--- src/rtl/snn_mem_pkg.sv ---
// Shared definitions for the neuron-state SRAM read-modify-write controller.
// Contents:
//   AW_DEF/DW_DEF/FW_DEF  default address, data and membrane-field widths
//   FW_MAX/FW_MIN         clamp limits of the signed membrane field (default FW)
//   op_t                  command opcodes carried on cmd_op
//   state_t               controller FSM states
package snn_mem_pkg;

  localparam int AW_DEF = 13;
  localparam int DW_DEF = 32;
  localparam int FW_DEF = 16;

  localparam logic [FW_DEF-1:0] FW_MAX = {1'b0, {(FW_DEF-1){1'b1}}};
  localparam logic [FW_DEF-1:0] FW_MIN = {1'b1, {(FW_DEF-1){1'b0}}};

  localparam logic [15:0] SAT_COUNT_MAX = 16'hFFFF;

  typedef enum logic [1:0] {
    OP_READ    = 2'b00,
    OP_WRITE   = 2'b01,
    OP_RMW_ADD = 2'b10,
    OP_RSVD    = 2'b11
  } op_t;

  typedef enum logic [2:0] {
    ST_IDLE,
    ST_RD,
    ST_CAP,
    ST_WR,
    ST_RSP
  } state_t;

endpackage

--- src/rtl/snn_sram_rmw_ctrl_if.sv ---
// Command/response channel between the neuron update engine and the SRAM
// read-modify-write controller. Both directions use valid/ready handshakes.
//   cmd_valid/cmd_ready/cmd_op/cmd_addr/cmd_data  engine -> controller
//   rsp_valid/rsp_ready/rsp_data                  controller -> engine
// Modports: master = update engine, slave = controller.
interface snn_sram_rmw_ctrl_if #(
  parameter int AW = 13,
  parameter int DW = 32
);
  logic          cmd_valid;
  logic          cmd_ready;
  logic [1:0]    cmd_op;
  logic [AW-1:0] cmd_addr;
  logic [DW-1:0] cmd_data;
  logic          rsp_valid;
  logic          rsp_ready;
  logic [DW-1:0] rsp_data;

  modport master (
    output cmd_valid, cmd_op, cmd_addr, cmd_data, rsp_ready,
    input  cmd_ready, rsp_valid, rsp_data
  );

  modport slave (
    input  cmd_valid, cmd_op, cmd_addr, cmd_data, rsp_ready,
    output cmd_ready, rsp_valid, rsp_data
  );
endinterface

--- src/rtl/snn_sat_add.sv ---
// Combinational FW-bit signed saturating adder for the membrane potential.
// Ports:
//   a, b  in   FW-bit two's complement operands
//   sum   out  a+b clamped to [-2^(FW-1), 2^(FW-1)-1]
//   sat   out  high when clamping took place
module snn_sat_add #(
  parameter int FW = 16
) (
  input  logic [FW-1:0] a,
  input  logic [FW-1:0] b,
  output logic [FW-1:0] sum,
  output logic          sat
);
  localparam logic [FW-1:0] MAX_V = {1'b0, {(FW-1){1'b1}}};
  localparam logic [FW-1:0] MIN_V = {1'b1, {(FW-1){1'b0}}};

  logic [FW:0] wide;

  // One guard bit is enough: overflow shows up as the top two bits differing,
  // and the guard bit then carries the true sign of the exact sum.
  assign wide = {a[FW-1], a} + {b[FW-1], b};
  assign sat  = wide[FW] ^ wide[FW-1];
  assign sum  = sat ? (wide[FW] ? MIN_V : MAX_V) : wide[FW-1:0];
endmodule

--- src/rtl/snn_sram_rmw_ctrl.sv ---
// Initiator-side controller for the single-port neuron-state SRAM.
// Executes READ, WRITE and RMW_ADD commands one at a time and drives
// registered CS/WE/A/D pins; Q is returned by the SRAM one cycle after the
// edge that samples CS.
// Ports:
//   CK, RST_N      clock (posedge) and asynchronous active-low reset
//   bus            command/response channel (slave side)
//   sram_cs/we/a/d registered SRAM pins
//   sram_q         SRAM read data
//   sat_count      saturating count of RMW operations that clamped
module snn_sram_rmw_ctrl
  import snn_mem_pkg::*;
#(
  parameter int AW = AW_DEF,
  parameter int DW = DW_DEF,
  parameter int FW = FW_DEF
) (
  input  logic                 CK,
  input  logic                 RST_N,
  snn_sram_rmw_ctrl_if.slave   bus,
  output logic                 sram_cs,
  output logic                 sram_we,
  output logic [AW-1:0]        sram_a,
  output logic [DW-1:0]        sram_d,
  input  logic [DW-1:0]        sram_q,
  output logic [15:0]          sat_count
);

  state_t        state_reg, state_next;
  op_t           op_reg, op_next;
  logic [FW-1:0] delta_reg, delta_next;
  logic          cs_reg, cs_next;
  logic          we_reg, we_next;
  logic [AW-1:0] a_reg, a_next;
  logic [DW-1:0] d_reg, d_next;
  logic          rsp_valid_reg, rsp_valid_next;
  logic [DW-1:0] rsp_data_reg, rsp_data_next;
  logic [15:0]   sat_count_reg, sat_count_next;

  logic [FW-1:0] field_sum;
  logic          field_sat;
  logic [DW-1:0] new_word;

  snn_sat_add #(.FW(FW)) u_sat_add (
    .a   (sram_q[FW-1:0]),
    .b   (delta_reg),
    .sum (field_sum),
    .sat (field_sat)
  );

  // Only the membrane field is updated; the remaining state bits pass through.
  assign new_word = {sram_q[DW-1:FW], field_sum};

  always_ff @(posedge CK or negedge RST_N) begin
    if (!RST_N) begin
      state_reg     <= ST_IDLE;
      op_reg        <= OP_READ;
      delta_reg     <= '0;
      cs_reg        <= 1'b0;
      we_reg        <= 1'b0;
      a_reg         <= '0;
      d_reg         <= '0;
      rsp_valid_reg <= 1'b0;
      rsp_data_reg  <= '0;
      sat_count_reg <= '0;
    end else begin
      state_reg     <= state_next;
      op_reg        <= op_next;
      delta_reg     <= delta_next;
      cs_reg        <= cs_next;
      we_reg        <= we_next;
      a_reg         <= a_next;
      d_reg         <= d_next;
      rsp_valid_reg <= rsp_valid_next;
      rsp_data_reg  <= rsp_data_next;
      sat_count_reg <= sat_count_next;
    end
  end

  always_comb begin
    state_next     = state_reg;
    op_next        = op_reg;
    delta_next     = delta_reg;
    cs_next        = cs_reg;
    we_next        = we_reg;
    a_next         = a_reg;
    d_next         = d_reg;
    rsp_valid_next = rsp_valid_reg;
    rsp_data_next  = rsp_data_reg;
    sat_count_next = sat_count_reg;

    case (state_reg)
      ST_IDLE: begin
        if (bus.cmd_valid) begin
          case (op_t'(bus.cmd_op))
            OP_READ, OP_RMW_ADD: begin
              cs_next    = 1'b1;
              we_next    = 1'b0;
              a_next     = bus.cmd_addr;
              op_next    = op_t'(bus.cmd_op);
              delta_next = bus.cmd_data[FW-1:0];
              state_next = ST_RD;
            end
            OP_WRITE: begin
              cs_next    = 1'b1;
              we_next    = 1'b1;
              a_next     = bus.cmd_addr;
              d_next     = bus.cmd_data;
              op_next    = OP_WRITE;
              state_next = ST_WR;
            end
            default: ; // reserved opcode is consumed and dropped
          endcase
        end
      end

      ST_RD: begin
        // SRAM samples the read on this edge; Q becomes valid afterwards.
        cs_next    = 1'b0;
        we_next    = 1'b0;
        state_next = ST_CAP;
      end

      ST_CAP: begin
        if (op_reg == OP_READ) begin
          rsp_data_next  = sram_q;
          rsp_valid_next = 1'b1;
          state_next     = ST_RSP;
        end else begin
          cs_next       = 1'b1;
          we_next       = 1'b1;
          d_next        = new_word;
          rsp_data_next = new_word;
          state_next    = ST_WR;
          if (field_sat && (sat_count_reg != SAT_COUNT_MAX)) begin
            sat_count_next = sat_count_reg + 16'd1;
          end
        end
      end

      ST_WR: begin
        cs_next = 1'b0;
        we_next = 1'b0;
        if (op_reg == OP_RMW_ADD) begin
          rsp_valid_next = 1'b1;
          state_next     = ST_RSP;
        end else begin
          state_next = ST_IDLE;
        end
      end

      ST_RSP: begin
        if (bus.rsp_ready) begin
          rsp_valid_next = 1'b0;
          state_next     = ST_IDLE;
        end
      end

      default: state_next = ST_IDLE;
    endcase
  end

  assign bus.cmd_ready = (state_reg == ST_IDLE);
  assign bus.rsp_valid = rsp_valid_reg;
  assign bus.rsp_data  = rsp_data_reg;
  assign sram_cs       = cs_reg;
  assign sram_we       = we_reg;
  assign sram_a        = a_reg;
  assign sram_d        = d_reg;
  assign sat_count     = sat_count_reg;

endmodule

--- src/flat_wrapper.sv ---
// flat-port wrapper written by rule: the top's interface ports become plain ports
module snn_sram_rmw_ctrl_flat import snn_mem_pkg::*;
#(
  parameter int AW = AW_DEF,
  parameter int DW = DW_DEF,
  parameter int FW = FW_DEF
)
  (CK, RST_N, sram_cs, sram_we, sram_a, sram_d, sram_q, sat_count, bus_cmd_valid, bus_cmd_op, bus_cmd_addr, bus_cmd_data, bus_rsp_ready, bus_cmd_ready, bus_rsp_valid, bus_rsp_data);
  snn_sram_rmw_ctrl_if #(.AW(AW), .DW(DW)) bus_i ();
  input  logic CK;
  input  logic RST_N;
  output logic sram_cs;
  output logic sram_we;
  output logic [AW-1:0] sram_a;
  output logic [DW-1:0] sram_d;
  input  logic [DW-1:0] sram_q;
  output logic [15:0] sat_count;
  input wire logic [$bits(bus_i.cmd_valid)-1:0] bus_cmd_valid;
  input wire logic [$bits(bus_i.cmd_op)-1:0] bus_cmd_op;
  input wire logic [$bits(bus_i.cmd_addr)-1:0] bus_cmd_addr;
  input wire logic [$bits(bus_i.cmd_data)-1:0] bus_cmd_data;
  input wire logic [$bits(bus_i.rsp_ready)-1:0] bus_rsp_ready;
  output wire logic [$bits(bus_i.cmd_ready)-1:0] bus_cmd_ready;
  output wire logic [$bits(bus_i.rsp_valid)-1:0] bus_rsp_valid;
  output wire logic [$bits(bus_i.rsp_data)-1:0] bus_rsp_data;
  assign bus_i.cmd_valid = bus_cmd_valid;
  assign bus_i.cmd_op = bus_cmd_op;
  assign bus_i.cmd_addr = bus_cmd_addr;
  assign bus_i.cmd_data = bus_cmd_data;
  assign bus_i.rsp_ready = bus_rsp_ready;
  assign bus_cmd_ready = bus_i.cmd_ready;
  assign bus_rsp_valid = bus_i.rsp_valid;
  assign bus_rsp_data = bus_i.rsp_data;
  snn_sram_rmw_ctrl #(.AW(AW), .DW(DW), .FW(FW)) u_core (.CK(CK), .RST_N(RST_N), .bus(bus_i), .sram_cs(sram_cs), .sram_we(sram_we), .sram_a(sram_a), .sram_d(sram_d), .sram_q(sram_q), .sat_count(sat_count));
endmodule
--- config.mk ---
export PLATFORM = sky130hd
export DESIGN_NAME = snn_sram_rmw_ctrl_flat
export DESIGN_NICKNAME = d
export VERILOG_FILES = /design/src/rtl/snn_mem_pkg.sv /design/src/rtl/snn_sram_rmw_ctrl_if.sv /design/src/rtl/snn_sat_add.sv /design/src/rtl/snn_sram_rmw_ctrl.sv /design/src/flat_wrapper.sv
export SDC_FILE = /design/constraint.sdc
export NUM_CORES = 1
export LEC_CHECK = 0
export ABC_AREA = 1
export CORE_MARGIN = 4
export CORE_UTILIZATION = 35
export DETAILED_ROUTE_END_ITERATION = 7
export PLACE_DENSITY = 0.6
export SYNTH_ARGS = -nofsm -noshare
export SYNTH_HDL_FRONTEND = slang
export SYNTH_SLANG_ARGS = --single-unit
--- constraint.sdc ---
create_clock -name CK -period 2.75 [get_ports CK]
set_input_delay 0.4125 -clock CK [delete_from_list [all_inputs] [get_ports CK]]
set_output_delay 0.4125 -clock CK [all_outputs]
set_load 0.01 [all_outputs]
Word-level counts from Yosys, hierarchy flattened. Index checks and enable logic that the tools add are counted.

Reductions and logical operators: 20. Bitwise logic cells: 2. Equal/unequal tests: 16. Muxes and demuxes: 25. Add/sub/neg operators: 2.

Operator list (count): 2-to-1 mux 32 bit (3); one-hot mux 32 bit (2 select lines) (1); 2-to-1 mux 16 bit (3); adder 16 x 16 -> 17 bit (1); adder 16 x 1 -> 16 bit, second input constant (1); != test 16 bit, second input constant (1); AND reduction 4 bit (4); one-hot mux 3 bit (5 select lines) (1); AND reduction 3 bit (5); 2-to-1 mux 3 bit (4); one-hot mux 1 bit (3 select lines) (3); != test 2 bit, second input constant (4); 2-to-1 mux 1 bit (7); equality test 3 x 2 -> 1 bit, second input constant (2); != test 2 x 1 -> 1 bit, second input constant (3); one-hot mux 3 bit (2 select lines) (1); nonzero test 3 bit (2); equality test 2 bit, second input constant (2); logical NOT 2 bit (2); one-hot mux 2 bit (2 select lines) (1); nonzero test 2 bit (2); OR reduction 2 bit (2); equality test 3 x 1 -> 1 bit, second input constant (1); equality test 3 bit, second input constant (1); 8 further kinds (8).

Logic and storage cells: 75. Flip-flop bits (word level): 117. Input port bits: 83.

Logic depth before layout (Yosys ltp).
Word-level depth: 5. Depth in mapped cells: 19.

Hierarchy. A second synthesis with hierarchy kept.

Cells, all modules: 883. Area total of the unflattened synthesis: 6650.1 um^2.

Modules (own cells, without submodules): snn_sram_rmw_ctrl (cells an instance 689, times used 1, area each 5502.8 um^2, sequential area each 2927.8 um^2); snn_sat_add (cells an instance 194, times used 1, area each 1147.4 um^2, sequential area each 0.0 um^2).

Worst setup path after synthesis. Ideal clock, no wire load.

Kind: input to register. From: input port sram_q[0]. To: register u_core.sat_count_reg[12], in the netlist u_core.sat_count[12]. Stages: 18. Slack: 570 ps. Data required time: 2633 ps. Path buffers: 1. Arrival: 2063 ps. Setup time: 117 ps. Path through: ha_1 > inv_1 > fa_1 > inv_1 > nand2_1 > nand2_1 > nand3_1 > nand2_2 > nand2_2 > nand3_2 > nand2_4 > inv_2 > nand3_4 > nand2_8 > nand2_8 > buf_6 > nand2_1 > nand2_1.

Word-level cells in the longest chain between the ends: 4.

RTL lines: start, declared (line flat_wrapper.sv:16) `input logic [DW-1:0] sram_q;`; adder 16 x 16 -> 17 bit (line snn_sat_add.sv:21) `assign wide = {a[FW-1], a} + {b[FW-1], b};`; XOR 1 bit (line snn_sat_add.sv:22) `assign sat = wide[FW] ^ wide[FW-1];`; logical AND 1 bit (line snn_sram_rmw_ctrl.sv:135) `if (field_sat && (sat_count_reg != SAT_COUNT_MAX)) begin`; AND reduction 3 bit (no source line); end signal, assigned (line snn_sram_rmw_ctrl.sv:76) `sat_count_reg <= sat_count_next;`; end, declared (line snn_sram_rmw_ctrl.sv:38) `logic [15:0] sat_count_reg, sat_count_next;`.

No other way between the ends. A chain may end at the register's enable or synchronous reset.

Worst setup path in the final report.
From: input port sram_q[0]. To: register u_core.sat_count_reg[10], in the netlist u_core.sat_count[10].

The elaborated chain is that of the path after synthesis.

==> results.md <==
- Status: complete, but fails checks
- Failing checks: negative hold slack
- Seq/Total Area, Yosys: 0.465
- WL/cell: 14.9 um
- Worst relative slew slack: 0.569
- Fin cells: 1,207
- Simple-Gate Fraction of Synth Area: 0.301
- Fmax: 413 MHz
- Antenna viol nets, final: 0
- Synth Warn #: 0
- DRT Wirelength: 17.9 mm
- N_diodes: 0
- Post-CTS Setup Inserts: 0
- CP Capture Type: flip-flop
- Hpwl dp: ~13 mm
- Chip height: 142 um
- First-pass GRT wire length: a little under 30 mm
- Fin Clk Skew: 0.0127 ns
- XOR/XNOR Fraction of Synth Area: 0.0334
- Synth top cells by count: nand2_1 (283), dfrtp_1 (117), nor2_1 (74)
- Critical-path maximum fanout: 16
- Synth Area per Inst: a little over 8 um2
- Clock Tree Buf Depth: 2
- Initial antenna violation count: 1
- Row count: 48
- Initial Util: 0.360
- Die X: ~140 um
- Vias in the first global route: 5,844
- P&R area growth vs syn: 44.5%
- CTS tree: done
- Hold_buf cts: 0
- Number of library cell types mapped by synthesis: 40
- Post-synth EDFFs: 0
- Share of cells above drive strength 1: 0.121
- Residual DRC count: 0
- Critical Path AT: 2.73 ns
- First drt pass iteration count: 5
- Total Power: 11.2 mW
- Worst-Skew Late Latency: 0.42 ns
- # H-tree levels: 4
- Min-delay worst type: in -> async
- Max-Cap Viols: 0
- Vias/cell: 4.74
- Post-synthesis adder-cell area fraction: 0.0370
- Cell count of the worst reg-to-reg path: 11
- Largest area contributor in the netlist: dfrtp_1
- Critical Path RT: 3.06 ns
- Yosys top cell area share: 0.465
- All-Layer GR Usage: 0.184
- Multi-input combinational cell area: about 3000 um2
- Vias: 5,726
- TritonCTS Buffers: 17
- Final clock period utilization by the worst path: 0.880
- Max-slew violations: 0
- Cell with the most instances after synthesis: nand2_1
- CTS Sinks: 117
- Final min period: 2.42 ns
- Final Hold Vio Count: 31
- Critical Path Start Type: primary input
- Dpl cells: about 1,200
- Asr flop ratio synth: 1.00
- Synth Instances: between 700 and 800
- Multiplexer area fraction after synthesis: 0.0501
- Worst-Margin Slew: 0.645 ns
- I/O pins: 180
- Final hold slack: -0.0173 ns
- PortBufs: about 180
- IR drop worst, VDD: 0.514 mV
- Post-CTS resize count: 0
- Core Area: between 15,000 and 20,000 um2
- WS Path Type: in -> reg
- Unrepaired setup endpoints after global routing: no
- 1st-iter DRT viols: 225
- Largest net degree at the start of global routing: 49
- Die ar.: 20,200 um2
- Register area: 2930 um2
- Synth Area in Compound Gates: 0.0599
- Synth Flop Type: dfrtp_1
- CTS Root Cell: clkbuf_16
- Layout Nets: between 1,000 and 1,500
- Mapped cell area: 6290 um2
- Post-synth net total: approximately 870
- Gpl congestion: around 0.9
- Clk slew on worst S/H paths: 0.06 ns
- Largest cells by area after synthesis: dfrtp_1 (47%), nand2_1 (17%), mux2_2 (5.0%)
- Pwr dens: between 1000 and 1500 nW/um2
- GRT Residual Overflow: 0
- Fill cells: 1,655
- Lkg Pwr: 4.32 nW
- # setup viols final: 0
- Largest family of logic cells by synthesized area: simple AND/OR/NAND/NOR gates
- FF+latch count, synth: 117
final timing paths:
kind | slack, ns | endpoint | from
max in group asynchronous | 1.97 | u_core.delta_reg[11]$_DFFE_PN0P_ | RST_N
min in group CK | 0.48 | u_core.sram_d[2]$_DFFE_PN0P_ | u_core.sram_d[2]$_DFFE_PN0P_
worst max register to register | 0.49 | u_core.sram_d[9]$_DFFE_PN0P_ | u_core.delta_reg[10]$_DFFE_PN0P_
worst max-delay path | 0.33 | u_core.sat_count[10]$_DFFE_PN0P_ | sram_q[0]
worst min register to register | 0.48 | u_core.sram_d[2]$_DFFE_PN0P_ | u_core.sram_d[2]$_DFFE_PN0P_
worst min-delay path | -0.02 | u_core.sat_count[15]$_DFFE_PN0P_ | RST_N
cell type report:
type / instances / share of cell area
clock buffers: 18 / 0.0483
clock inverters: 14 / 0.0165
inverters: 52 / 0.0215
multi-input cells: 571 / 0.333
flip-flops and latches: 117 / 0.322
well taps: 225 / 0.0310
repair buffers: 210 / 0.228
metrics by stage:
stage | worst slack (ns) | area, um2 | utilization | hold slack [ns] | setup TNS [ns]
2_1_floorplan | 0.570 | 6290 | - | 0.117 | 0
3_3_place_gp | -0.105 | 8500 | 0.487 | 0.452 | -2.50
3_5_place_dp | -0.110 | 8500 | 0.487 | 0.448 | -2.50
4_1_cts | 0.317 | 9090 | 0.520 | 0.000290 | 0
5_1_grt | 0.0454 | 9090 | 0.520 | 0.0163 | 0
6_report | 0.329 | 9090 | 0.520 | -0.0173 | 0
report_power, final:
part           leakage, nW  switching [mW]  internal (mW)  total [mW]
logic                 2.61            3.16           2.88        6.04
clock network        0.283           0.852           1.36        2.21
registers             1.43           0.450           2.50        2.95
cell families (layout without fill, tap and decap cells):
family / count (synthesis) / in the layout
simple gates: 446 / 446
flops: 117 / 117
buf+inv: 79 / 294
compound gates: 55 / 55
mux: 28 / 28
xor+xnor: 24 / 24
fa+ha+maj: 18 / 18
worst max-delay path, stage by stage:
cell	delay, ns
clkdlybuf4s50_1	0.50
ha_1	0.18
inv_1	0.05
fa_1	0.37
inv_1	0.06
nand2_1	0.06
nand2_1	0.08
nand3_1	0.08
nand2_2	0.09
nand2_2	0.06
nand2_1	0.07
nand2_2	0.06
nand2_4	0.08
nand2_4	0.16
nand2_8	0.16
nand2_8	0.10
nand2_1	0.10
nand2_1	0.05
placed cells by master, fill, tap and decap left out, types with 2 or more instances in the layout:
master	Yosys	routed
nand2_1	283	283
clkdlybuf4s50_1	0	178
dfrtp_1	117	117
nor2_1	74	74
nand3_1	49	49
inv_1	47	47
mux2_2	28	28
buf_4	5	28
xor2_1	18	18
ha_1	17	17
clkbuf_16	0	17
a31oi_1	16	16
a22oi_1	15	15
a21oi_1	13	13
nor3_1	12	12
nand2_2	8	8
xnor2_1	6	6
inv_2	4	4
buf_12	0	4
nor2_2	3	3
nor3_2	3	3
nand3b_1	3	3
o21ai_0	3	3
o21bai_1	3	3
clkinvlp_4	0	3
clkinv_4	0	3
clkinv_2	0	3
inv_6	0	3
nand2_4	2	2
nand2_8	2	2
nand4_1	2	2
bufinv_16	0	2
metal layers:
metal / track usage / vias up / share of wire
li1: - / 2886 / -
met1: 0.252 / 2659 / 0.48
met2: 0.278 / 156 / 0.44
met3: 0.0588 / 23 / 0.069
met4: 0.0571 / 2 / 0.017
met5: 0 / - / 0.00045
No activity file was read; power rests on OpenSTA's default activity.
